File: src/rtl/cfg_loader_pkg.sv
// rtl/cfg_loader_pkg.sv - shared state encoding and sizing helpers for the column config loader
package cfg_loader_pkg;

    typedef enum logic [2:0] {
        ST_IDLE  = 3'd0,
        ST_WAIT  = 3'd1,
        ST_SHIFT = 3'd2,
        ST_SET   = 3'd3,
        ST_DONE  = 3'd4
    } state_t;

    localparam int WORD_W_DEFAULT = 32;

    // word_bits holds min(WORD_W, bits_left), so it must reach WORD_W itself
    function automatic int word_bits_width(input int word_w);
        return $clog2(word_w + 1);
    endfunction

endpackage

File: src/rtl/cfg_piso.sv
// rtl/cfg_piso.sv - parallel-in serial-out register, LSB emitted first
module cfg_piso #(
    parameter int WIDTH = 32
) (
    input  logic             clk,
    input  logic             rst,
    input  logic             load,
    input  logic             shift,
    input  logic [WIDTH-1:0] din,
    output logic             dout
);

    logic [WIDTH-1:0] sr;

    always_ff @(posedge clk or negedge rst) begin
        if (!rst) begin
            sr <= '0;
        end else if (load) begin
            sr <= din;
        end else if (shift) begin
            sr <= sr >> 1;
        end
    end

    assign dout = sr[0];

endmodule

File: src/rtl/cfg_chain_loader.sv
// rtl/cfg_chain_loader.sv - serialises bitstream words onto a column config chain, then commits it
module cfg_chain_loader
    import cfg_loader_pkg::*;
#(
    parameter int WORD_W    = WORD_W_DEFAULT,
    parameter int CHAIN_LEN = 1024,
    parameter int CNT_W     = 11
) (
    input  logic              clk,
    input  logic              rst,
    input  logic              start,
    input  logic [WORD_W-1:0] cfg_word,
    input  logic              cfg_valid,
    output logic              cfg_ready,
    output logic              shift_out,
    output logic              set_out,
    output logic              cen_out,
    output logic              busy,
    output logic              done
);

    localparam int WB_W = word_bits_width(WORD_W);

    state_t           state, state_nxt;
    logic [CNT_W-1:0] bits_left, bits_left_nxt;
    logic [WB_W-1:0]  word_bits, word_bits_nxt;
    logic             piso_load, piso_shift, piso_bit;

    cfg_piso #(.WIDTH(WORD_W)) u_piso (
        .clk   (clk),
        .rst   (rst),
        .load  (piso_load),
        .shift (piso_shift),
        .din   (cfg_word),
        .dout  (piso_bit)
    );

    always_ff @(posedge clk or negedge rst) begin
        if (!rst) begin
            state     <= ST_IDLE;
            bits_left <= '0;
            word_bits <= '0;
        end else begin
            state     <= state_nxt;
            bits_left <= bits_left_nxt;
            word_bits <= word_bits_nxt;
        end
    end

    // All outputs decode from state only, so an async reset clears them at once
    always_comb begin
        state_nxt     = state;
        bits_left_nxt = bits_left;
        word_bits_nxt = word_bits;
        piso_load     = 1'b0;
        piso_shift    = 1'b0;
        cfg_ready     = 1'b0;
        shift_out     = 1'b0;
        set_out       = 1'b0;
        cen_out       = 1'b0;
        busy          = 1'b0;
        done          = 1'b0;
        case (state)
            ST_IDLE: begin
                if (start) begin
                    state_nxt     = ST_WAIT;
                    bits_left_nxt = CNT_W'(CHAIN_LEN);
                    word_bits_nxt = '0;
                end
            end
            ST_WAIT: begin
                busy      = 1'b1;
                cfg_ready = 1'b1;
                shift_out = piso_bit;
                if (cfg_valid) begin
                    piso_load = 1'b1;
                    state_nxt = ST_SHIFT;
                    if (int'(bits_left) < WORD_W) begin
                        word_bits_nxt = WB_W'(bits_left);
                    end else begin
                        word_bits_nxt = WB_W'(WORD_W);
                    end
                end
            end
            ST_SHIFT: begin
                busy          = 1'b1;
                cen_out       = 1'b1;
                shift_out     = piso_bit;
                piso_shift    = 1'b1;
                bits_left_nxt = bits_left - CNT_W'(1);
                word_bits_nxt = word_bits - WB_W'(1);
                // Last chain bit wins over end-of-word: leftover high bits are dropped
                if (bits_left == CNT_W'(1)) begin
                    state_nxt = ST_SET;
                end else if (word_bits == WB_W'(1)) begin
                    state_nxt = ST_WAIT;
                end
            end
            ST_SET: begin
                busy      = 1'b1;
                set_out   = 1'b1;
                cen_out   = 1'b1;
                state_nxt = ST_DONE;
            end
            ST_DONE: begin
                done      = 1'b1;
                state_nxt = ST_IDLE;
            end
            default: begin
                state_nxt = ST_IDLE;
            end
        endcase
    end

endmodule

File: config.mk
export PLATFORM = sky130hd
export DESIGN_NAME = cfg_chain_loader
export DESIGN_NICKNAME = d
export VERILOG_FILES = /design/src/rtl/cfg_loader_pkg.sv /design/src/rtl/cfg_piso.sv /design/src/rtl/cfg_chain_loader.sv
export SDC_FILE = /design/constraint.sdc
export NUM_CORES = 1
export LEC_CHECK = 0
export BUFFER_PORTS_ARGS = -buffer_cell sky130_fd_sc_hd__buf_4
export CAP_MARGIN = 5
export CORE_MARGIN = 4
export CORE_UTILIZATION = 43
export CTS_CLUSTER_SIZE = 40
export DETAILED_ROUTE_END_ITERATION = 7
export GPL_TIMING_DRIVEN = 0
export PLACE_DENSITY = 0.7
export SYNTH_ARGS = -nofsm -noshare
export SYNTH_HDL_FRONTEND = slang
export SYNTH_SLANG_ARGS = --single-unit
File: constraint.sdc
create_clock -name clk -period 1.9 [get_ports clk]
set_clock_uncertainty 0.1 [all_clocks]
set_input_delay 0.38 -clock clk [delete_from_list [all_inputs] [get_ports clk]]
set_output_delay 0.38 -clock clk [all_outputs]
set_load 0.005 [all_outputs]
After elaboration in Yosys (flattened, before gate mapping)
Index checks and enable logic that the tools add are counted.

Bits in registers: 52. Bits of input ports: 36. Output and inout bits: 6. Logic and storage cells: 48.

Add/sub/neg operators: 2. $lt $le $gt $ge: 1. Equality and inequality tests: 9. Multiplexer cells: 22. Reductions and logical operators: 10.

Operator list (count): $mux W32 (2); $pmux W11 S2 (1); $mux W6 (3); $pmux W6 S3 (1); $mux W3 (4); $pmux W3 S4 (1); $eq A11 B1 Y1 const B (1); $lt A11 B6 Y1 const B (1); $mux W11 (1); $sub A11 B1 Y11 const B (1); $mux W1 (9); $eq A3 B2 Y1 const B (2); $eq A6 B1 Y1 const B (1); $reduce_and A3 Y1 (2); $sub A6 B1 Y6 const B (1); $ne A2 B2 Y1 const B (2); $reduce_bool A2 Y1 (2); $reduce_or A2 Y1 (2); $eq A3 B1 Y1 const B (1); $eq A3 B3 Y1 const B (1); $logic_not A3 Y1 (1); $ne A3 B3 Y1 const B (1); $reduce_bool A3 Y1 (1); $reduce_or A3 Y1 (1); $reduce_and A2 Y1 (1).

Logic depth before layout (Yosys ltp)
Gate-level depths: netlist of run 1.

Depth in word-level cells: 4. Gate-level depth with buffers: 8. Mapped depth without buffers: 6.

By module
From an unflattened synthesis of run 1, not the netlist that was laid out.

Cell total of the unflattened synthesis: 260. Area total of the unflattened synthesis: 2667.6 um2.

By module, submodules not included: cfg_piso (instances 1, cells each 139, area each 1515.2 um2, seq. area each 800.8 um2); cfg_chain_loader (instances 1, cells each 121, area each 1152.4 um2, seq. area each 500.5 um2).

Worst setup path after synthesis of run 1
Ideal clock, no wire load.

Path kind: reg-to-output. From: register state[0]. To: output port shift_out. Data arrival time: 1.359 ns. Data required time: 1.420 ns. Slack: 0.061 ns. Stages on the path, launching flop included: 6. Path buffers: 3. Cell sequence: dfrtp_1 -> buf_6 -> or3b_1 -> buf_2 -> buf_2 -> a21boi_0.

Longest elaborated chain between the ends: 3. Elaborated cells on any way between the ends: 4. Those cells by class: 2 x eq/ne; 1 x mux; 1 x reduce/logical.

Ends and longest elaborated chain: start, declared (RTL line cfg_chain_loader.sv:24) `state_t state, state_nxt;`; start signal, assigned (RTL line cfg_chain_loader.sv:44) `state <= state_nxt;`; $eq A3 B2 Y1 or $eq A3 B1 Y1 (tied branches) (RTL line cfg_chain_loader.sv:63) `case (state)`; $reduce_or A2 Y1 (no line) *; $mux W1 * (RTL line cfg_chain_loader.sv:63); end, declared (RTL line cfg_chain_loader.sv:15) `output logic shift_out,`.

Every way passes the cells marked *; elsewhere a longest branch is shown, timed or not.

Worst setup path in the final report of run 1
From: register state[2]. To: output port shift_out.

The elaborated chain is that of the path after synthesis.

==> results.yml, run 1 <==
logic_synthesis:
  avgSynthCellArea_sq_um: 10.3
  synth_xor_area_share_pct: 0
  synth_top_family_by_area: "compound AO/OA/AOI/OAI gates"
  syn-cell-area_sq_um: 2710
  synthMuxAreaShare_pct: 11.8
  async_flop_share_pct: 100
  yosys.area.top_type: "dfrtp_1"
  synthTopCellsByArea: "dfrtp_1 (48%), mux2i_1 (12%), o21ai_0 (7.4%)"
  synth_flop_cell: "dfrtp_1"
  synth_edf_count: 0
  synth-seq-cells: 52
  syn_inst: 262
  synth-compound-area-share_pct: 15.8
  yosysWarnings: 0
  synthAdderAreaFrac_pct: 1.85
  synthDistinctLibCells: 47
  yosys.area_share.simple_pct: 15.3
  ys_seq_area_share_pct: 48.0
  synth_nets: 302
  yosys.area.top_type_share_pct: 48.0
power_and_ir_drop:
  clockPowerShare_pct: 12.0
  p_sw_w: 0.00191
  swShare_pct: 38.4
  worst_ir_drop_vdd_mv: 0.639
  intPower_w: 0.00306
  pwr-share-seq_pct: 40.4
  p_total_w: 0.00497
  power_frac_comb_pct: 47.6
  power_density_nw_per_um2: 1500
  leakage_nw: 1.61
worst_setup_path:
  path_max_fanout: 4
  reg2reg_to: "u_piso.sr[21]"
  rr_worst_depth: 9
  start_kind: "flop"
  cp-end-kind: "primary output"
  cp.required_ns: 1.42
  crit_arrival_ns: 1.55
  reg2reg_from: "state[2]"
  reg2reg_setup_slack_ns: -0.01
  path_class: "flop to primary output"
floorplan:
  io_pins: 42
  initial_core_util_pct: 45.0
  core_sq_um: 6030
  die_area_sq_um: 7630
  num_rows: 28
  dieWidth_um: 87.4
  die_h_um: 87.4
clock_network:
  root_buffer: "clkbuf_8"
  clk_latency_ns: 0.30
  clockBufferDepth: 2
  h-tree-depth: 2
  cts_buffers: 5
  clk_pin_slew_ns: 0.09
  cts_tree: "yes"
  clock_sinks: 52
  hold_buffers: 0
placement:
  dpl.hpwl_mm: 3.90
  routabilityCongestion: 0.799
  io_buffers: 41
run_status:
  violations: "setup timing"
  status: "complete, but fails checks"
run:
  drv_cap: 0
routing:
  drc_errors: 0
  drt_first_iter_violations: 87
  dr.pass1.iters: 4
  viasPerCell: 5.35
  wirelength_mm: 5.72
  num_vias: 2101
  wl_per_cell_um: 14.6
  ant_nets: 0
layout:
  final_nets: 358
  num_antenna_cells: 0
  final_layout_size_suffix_gt1_share_pct: 28.9
  final_util_pct: 54.9
  synthToLayoutAreaGrowth_pct: 22.2
global_route:
  track_usage_pct: 15.7
  antenna_found_initial: 0
  grt_start_max_net_pins: 53
  grt_pass1_wl_mm: 9.60
  grt_pass1_vias: 2055
  overflow: 0
timing:
  min_period_ns: 2.03
  period_share_pct: 107
  relSlewSlack_pct: 56.0
  max_freq_ghz: 0.493
  worstMarginPinSlew_ns: 0.659
  setup_viol: 6
  layout_setup_ws_ns: -0.128
  final_hold_viol_count: 0
  rsz0062_at_grt: "yes"
  drv_slew: 0
worst_hold_path:
  worstHoldPathType: "input port to asynchronous set/reset pin"
power groups by stage:
stage,Clock (W),Sequential [W],Combinational (W)
after CTS,0.000613,0.00199,0.00237
after global placement,0,0.00199,0.00209
after detailed placement,0,0.00201,0.00215
after floorplan,0,0.00190,0.00166
final,0.000595,0.00201,0.00237
after global routing,0.000663,0.00208,0.00268
how the worst max path moves through the flow:
stage              from  slack, ns   endpoint
2_1_floorplan  state[0]       0.06  shift_out
3_3_place_gp   state[2]      -0.23  shift_out
3_5_place_dp   state[2]      -0.24  shift_out
4_1_cts        state[0]      -0.24  shift_out
5_1_grt        state[1]      -0.19  shift_out
6_report       state[2]      -0.13  shift_out
critical path, stage by stage (launching register included):
cell and delay, ns:
dfrtp_2 0.43, buf_6 0.13, or3b_4 0.41, a21boi_2 0.15, buf_4 0.12
final cells by class:
| class | instances | area, sq um |
|---|---|---|
| fillers | 554 | 2720 |
| flip-flops and latches | 52 | 1300 |
| multi-input cells | 187 | 1240 |
| repair buffers | 53 | 409 |
| plain buffers | 13 | 163 |
| well taps | 75 | 93.8 |
| clock buffers | 6 | 72.6 |
| inverters | 6 | 22.5 |
| clock inverters | 1 | 5.00 |
synthesized netlist by cell type (3+ instances only):
library cell  number
mux2i_1           32
a21oi_1            6
o21ai_0           40
o31ai_1            3
buf_6              3
a21o_1             3
ha_1               4
buf_12             4
buf_2              6
nor3_1             4
dfrtp_1           52
nor2_1            11
inv_1              5
nand2_1           40
nand3_1            5
metal layers:
layer / GRT usage [%] / vias up / share of wire, %
li1: - / 1038 / -
met1: 22.8 / 1016 / 48
met2: 24.0 / 42 / 47
met3: 3.41 / 5 / 4.0
met4: 3.77 / 0 / 0.79
met5: 0 / - / 0
stage by stage:
| stage | std cells | setup TNS [ns] | hold slack (ns) | setup slack, ns | cell area (sq um) |
|---|---|---|---|---|---|
| 6_report | 393 | -0.196 | 0.00757 | -0.128 | 3310 |
| 5_1_grt | 393 | -2.41 | 0.0535 | -0.195 | 3310 |
| 4_1_cts | 395 | -1.03 | 0.0256 | -0.244 | 3310 |
| 3_5_place_dp | 378 | -0.323 | 0.359 | -0.245 | 3110 |
| 3_3_place_gp | 378 | -0.228 | 0.362 | -0.228 | 3110 |
| 2_1_floorplan | 262 | 0 | -0.0156 | 0.0611 | 2710 |
cell families after synthesis:
group,Yosys count
AND/OR/NAND/NOR,80
flip-flops,52
AO/OA/AOI/OAI,71
buffers and inverters,23
adder cells (fa/ha/maj),4
multiplexers,32
flip-flops by register name, summed over array words and instances, names as in the netlist:
| signal | count |
|---|---|
| state | 3 |
| u_piso.sr | 32 |
| word_bits | 6 |
| bits_left | 11 |
repair_timing:
action | in CTS | in global routing
setup endpoints to repair | 4 | 56
pin swaps | 5 | 5
endpoints found under the hold margin | 0 | 0
gates resized for setup | 14 | 14
buffers inserted | 11 | 1
placed cells by master, fill, tap and decap left out, drive strengths merged, types with 2 or more instances in the layout:
cell type  count
a21o           3
a21oi          6
a22oi          2
a32oi          2
and2           5
buf           64
clkbuf         8
dfrtp         52
ha             4
inv            6
mux2i         32
nand2         40
nand3          5
nand4          2
nor2          11
nor2b          2
nor3           4
nor3b          2
nor4           3
o211ai         2
o21ai         44
o21bai         2
o31ai          3
or3b           2
No activity file was read; power rests on OpenSTA's default activity.
==> run 2: changes to the inputs <==
Settings changed: CORE_UTILIZATION 43 to 35, CTS_BUF_LIST set to sky130_fd_sc_hd__clkbuf_8, PLACE_DENSITY 0.7 to 0.61, SETUP_SLACK_MARGIN set to 0.15.
==> run 2 against run 1 <==
Compared with the run above: the flow still finishes with violations (setup timing); register-to-register slack got worse by 0.12 ns; final cell count is 14% higher; sequential cell count unchanged; worst hold slack worse by 0.0068 ns; first-iteration DRC count grew 46%; largest power group unchanged.
==> results.yml, run 2 (synthesized netlist as in run 1, its figures left out) <==
layout:
  largest_register_ffs: 32
  num_antenna_cells: 0
  finalInstanceArea_sq_um: 4020
  final_common_cell: "dfrtp_1"
  final_nets: 387
  stdcell_count: 447
  largest_register: "u_piso.sr"
  synthToLayoutAreaGrowth_pct: 48.5
  final_layout_size_suffix_gt1_share_pct: 48.0
  reg_top3: "u_piso.sr: 32 flops, bits_left: 11 flops, word_bits: 6 flops"
  final_cell_mix: "dfrtp_1 (51), buf_4 (50), mux2i_1 (32), o21ai_1 (32)"
worst_setup_path:
  critPathMaxStageDelay_ns: 0.39
  reg2reg_to: "state[0]"
  endpoint: "shift_out"
  path_common_cell: "buf_6"
  cp.required_ns: 1.42
  crit_arrival_ns: 1.67
  rr_worst_depth: 9
  crit_chain: "buf_6 -> or3b_4 -> buf_6 -> buf_8 -> a21boi_2 -> buf_4"
  path_max_fanout: 2
  cp-end-kind: "primary output"
  path_class: "flop to primary output"
  reg2reg_setup_slack_ns: -0.13
  start_kind: "flop"
  reg2reg_from: "state[2]"
  cp-startpoint: "state[0]"
  cp_slowest_cell: "or3b_4"
placement:
  dpl.hpwl_mm: 3.95
  io_buffers: 41
  dp_cells: 402
  placed_area_sq_um: 3160
  pre_cts_ws_ns: -0.0483
  routabilityCongestion: 0.785
run:
  drv_cap: 0
run_status:
  violations: "setup timing"
  status: "complete, but fails checks"
global_route:
  grt_pass1_wl_mm: 10.6
  overflow: 0
  met2_usage_pct: 23.0
  use_met1_pct: 21.7
  track_usage_pct: 14.9
  grt.met3_usage_pct: 2.27
  grt_pass1_vias: 2184
  busiest_layer: "met2"
  antenna_found_initial: 0
  grt_start_max_net_pins: 53
power_and_ir_drop:
  intPower_w: 0.00375
  p_sw_w: 0.00236
  clockPowerShare_pct: 10.4
  swShare_pct: 38.6
  worst_ir_drop_vdd_mv: 0.560
  power_frac_comb_pct: 56.1
  leakage_nw: 1.90
  power_density_nw_per_um2: 1520
  pwr-share-seq_pct: 33.5
routing:
  drc_errors: 0
  num_vias: 2227
  drt_first_iter_violations: 127
  wl_per_cell_um: 14.9
  wirelength_mm: 6.66
  dr.pass1.iters: 4
  viasPerCell: 4.98
  ant_nets: 0
clock_network:
  h-tree-depth: 2
  hold_buffers: 0
  clk_latency_ns: 0.31
  root_buffer: "clkbuf_8"
  clockBufferDepth: 2
  clk_pin_slew_ns: 0.09
  cts_buffers: 5
  cts_tree: "yes"
  clock_sinks: 52
floorplan:
  initial_core_util_pct: 36.8
  die_area_sq_um: 9210
  core_sq_um: 7370
  num_rows: 31
  io_pins: 42
  die_h_um: 96.0
  dieWidth_um: 96.0
timing:
  final_hold_viol_count: 0
  drv_slew: 0
  rsz0062_at_grt: "yes"
  layout_setup_ws_ns: -0.254
  max_freq_ghz: 0.464
  setup_viol: 48
  hold_ws_ns: 0.000779
  tns_ns: -4.24
  min_period_ns: 2.15
  relSlewSlack_pct: 55.4
  worstMarginPinSlew_ns: 0.669
  period_share_pct: 113
worst_hold_path:
  worstHoldPathType: "input port to asynchronous set/reset pin"
[run 2: cell count changes in the layout (fill, tap and decap cells not counted), moves of 4 or more]
cell	delta
buf_12	+4
buf_16	+6
buf_6	+19
nand2_1	-23
nand2_2	+23
nand3_1	-5
o21ai_0	-36
o21ai_1	+28
o21ai_2	+8
[run 2: layout make-up]
type                    instances  area, sq um
plain buffers                  17          213
clock buffers                   5         68.8
clock inverters                 3         20.0
fillers                       663         3350
inverters                       6         22.5
multi-input cells             187         1450
flip-flops and latches         52         1300
well taps                      99          124
repair buffers                 78          827
[run 2: worst max-delay path: cells and delay by family, from the launching register on]
family,cells,cell delay (ns)
flip-flops,1,0.38
AO/OA/AOI/OAI,1,0.12
AND/OR/NAND/NOR,1,0.39
buffers and inverters,4,0.47
[run 2: routing by layer]
metal | share of wire [%] | up-vias
met5 | 0 | -
met4 | 1.3 | 0
met3 | 4.5 | 6
met2 | 46 | 46
met1 | 48 | 1070
li1 | - | 1105
[run 2: worst min path at each step]
stage	endpoint	slack, ns
after detailed placement	u_piso.sr[27]	0.37
after floorplan	bits_left[0]	-0.02
after global placement	u_piso.sr[27]	0.36
after CTS	state[1]	0.03
final	u_piso.sr[27]	0.0008
after global routing	u_piso.sr[27]	0.06
[run 2: metrics by stage]
stage	power, W	utilization (%)
after floorplan	0.00360	-
after global placement	0.00414	42.9
after detailed placement	0.00420	42.9
after CTS	0.00575	51.4
after global routing	0.00656	54.6
final	0.00611	54.6
[run 2: power by group through the flow]
| stage | Clock (W) | Combinational [W] | Sequential [W] |
|---|---|---|---|
| after floorplan | 0 | 0.00169 | 0.00190 |
| after global placement | 0 | 0.00214 | 0.00200 |
| after detailed placement | 0 | 0.00218 | 0.00201 |
| after CTS | 0.000654 | 0.00309 | 0.00200 |
| after global routing | 0.000687 | 0.00376 | 0.00211 |
| final | 0.000632 | 0.00343 | 0.00205 |
[run 2: timing repair]
action / 4_1_cts / 5_1_grt
endpoints found under the setup margin: 40 / 57
cloned: 7 / 0
setup buffers: 18 / 12
resized for setup: 96 / 38
pin swaps: 36 / 9
endpoints found under the hold margin: 0 / 0
==> run 3: changes to the inputs <==
--- a/config.mk
+++ b/config.mk
@@ -16,4 +16,5 @@
 export PLACE_DENSITY = 0.61
 export SETUP_SLACK_MARGIN = 0.15
+export SKIP_LAST_GASP = 1
 export SYNTH_ARGS = -nofsm -noshare
 export SYNTH_HDL_FRONTEND = slang
==> constraint.sdc (replaced) <==
create_clock -name clk -period 2.5 [get_ports clk]
set_clock_uncertainty 0.1 [all_clocks]
set_input_delay 0.125 -clock clk [delete_from_list [all_inputs] [get_ports clk]]
set_output_delay 0.125 -clock clk [all_outputs]
set_load 0.005 [all_outputs]
==> run 3 against run 2 <==
Compared with the run above: the run now ends clean; design area fell by 11%; via count down 2.2%; critical path depth unchanged; first-iteration DRC count is 13% lower; clock power decreased by 7.6%; global-route usage shrank 0.64 points; non-clock buffer count fell by 3; critical endpoint unchanged.
==> results.yml, run 3 (synthesized netlist as in run 1, its figures left out) <==
timing:
  max_freq_ghz: 0.456
  final_hold_viol_count: 0
  worstMarginPinSlew_ns: 0.670
  relSlewSlack_pct: 55.4
  period_share_pct: 87.8
  drv_slew: 0
  rsz0062_at_grt: "no"
  tns_ns: 0
  setup_viol: 0
  min_period_ns: 2.19
layout:
  final_nets: 384
  reg_top3: "u_piso.sr: 32 flops, bits_left: 11 flops, word_bits: 6 flops"
  largest_register_ffs: 32
  synthToLayoutAreaGrowth_pct: 32.6
  final_layout_size_suffix_gt1_share_pct: 21.4
  final_cell_mix: "dfrtp_1 (52), buf_4 (42), nand2_1 (40), o21ai_0 (40), dlygate4sd3_1 (34)"
  final_common_cell: "dfrtp_1"
  num_antenna_cells: 0
  largest_register: "u_piso.sr"
clock_network:
  cts_buffers: 5
  root_buffer: "clkbuf_8"
  clockBufferDepth: 2
  cts_resized: 0
  clk_latency_ns: 0.31
  h-tree-depth: 2
  clock_sinks: 52
  clk_pin_slew_ns: 0.10
  cts_tree: "yes"
power_and_ir_drop:
  power_density_nw_per_um2: 1050
  leakage_nw: 1.71
  worst_ir_drop_vdd_mv: 0.442
  p_total_w: 0.00377
floorplan:
  initial_core_util_pct: 36.8
  core_sq_um: 7370
  die_h_um: 96.0
  die_area_sq_um: 9210
  dieWidth_um: 96.0
  io_pins: 42
  num_rows: 31
run:
  drv_cap: 0
worst_setup_path:
  cp_top_family: "buffers and inverters"
  critPathMaxStageDelay_ns: 0.37
  path_common_cell: "buf_2"
  start_kind: "flop"
  cp.depth: 6
  crit_chain: "buf_2 -> or3b_1 -> buf_2 -> buf_2 -> a21boi_0 -> buf_4"
  crit_arrival_ns: 1.97
  path_class: "flop to primary output"
  cp.required_ns: 2.28
  worst-path-buf-inv: 4
  path_max_fanout: 10
  rr_worst_depth: 5
  cp-end-kind: "primary output"
  cp_slowest_cell: "dfrtp_1"
routing:
  ant_nets: 0
  drt_first_iter_violations: 110
  drc_errors: 0
  num_vias: 2177
  wl_per_cell_um: 13.6
  wirelength_mm: 6.04
  viasPerCell: 4.90
  dr.pass1.iters: 4
global_route:
  grt_pass1_wl_mm: 10.2
  grt_start_max_net_pins: 53
  antenna_found_initial: 0
  track_usage_pct: 14.3
  overflow: 0
  grt_pass1_vias: 2146
run_status:
  status: "complete, no violations"
worst_hold_path:
  worstHoldPathType: "input port to asynchronous set/reset pin"
placement:
  dpl.hpwl_mm: 4.09
  routabilityCongestion: 0.775
  io_buffers: 41
==> run 3: cell types whose count changed in the layout (fill, tap and decap cells not counted), sizes merged <==
cell	delta
buf	-37
bufinv	+1
clkinv	-1
clkinvlp	-1
dlygate4sd3	+34
inv	+1
==> run 3: final cells by class <==
class	instances	area (sq um)
tap	99	124
multi-input combinational	187	1210
clock inverter	3	42.5
clock buffer	5	68.8
sequential	52	1300
timing repair buffer	75	648
buffer	17	174
inverter	6	22.5
fill	732	3780
==> run 3: worst paths after layout <==
| check | start | end | slack [ns] |
|---|---|---|---|
| worst max-delay path | state[2] | shift_out | 0.31 |
| worst min register to register | bits_left[8] | bits_left[8] | 0.40 |
| min in group clk | start | word_bits[0] | 0.36 |
| max in group asynchronous | rst | bits_left[9] | 1.57 |
| worst max register to register | state[2] | bits_left[6] | 0.52 |
| worst min-delay path | rst | bits_left[7] | 0.28 |
==> run 3: through the flow <==
| step | setup slack [ns] | cells | cell area [sq um] | utilization [%] | hold WS, ns |
|---|---|---|---|---|---|
| 5_1_grt | 0.163 | 444 | 3590 | 48.7 | 0.374 |
| 3_5_place_dp | 0.549 | 402 | 3140 | 42.6 | 0.111 |
| 4_1_cts | 0.250 | 444 | 3590 | 48.7 | 0.317 |
| 6_report | 0.306 | 444 | 3590 | 48.7 | 0.281 |
| 2_1_floorplan | 0.827 | 262 | 2710 | - | -0.271 |
| 3_3_place_gp | 0.604 | 402 | 3140 | 42.6 | 0.113 |
==> run 3: metal layers <==
metal  wire length, um  vias to the layer above  GRT usage, %
li1                  -                     1097             -
met1              2870                     1038          19.4
met2              2890                       36          22.9
met3               192                        6          2.66
met4                92                        0          4.74
met5                 0                        -             0
==> run 3: power by group <==
| group | internal, W | total, W | switching (W) |
|---|---|---|---|
| Clock | 0.000299 | 0.000584 | 0.000286 |
| Sequential | 0.00123 | 0.00151 | 0.000278 |
| Combinational | 0.000812 | 0.00168 | 0.000866 |
==> run 3: repair_timing <==
item	CTS	global route
setup buffers	0	0
setup endpoints to repair	0	0
hold buffers	34	0
endpoints found under the hold margin	85	0
==> run 3: worst register-to-register path, delay by kind of cell, from the launching register on <==
family	cells	cell delay [ns]
buf+inv	1	0.17
compound gates	2	0.50
simple gates	2	0.72
flops	1	0.37
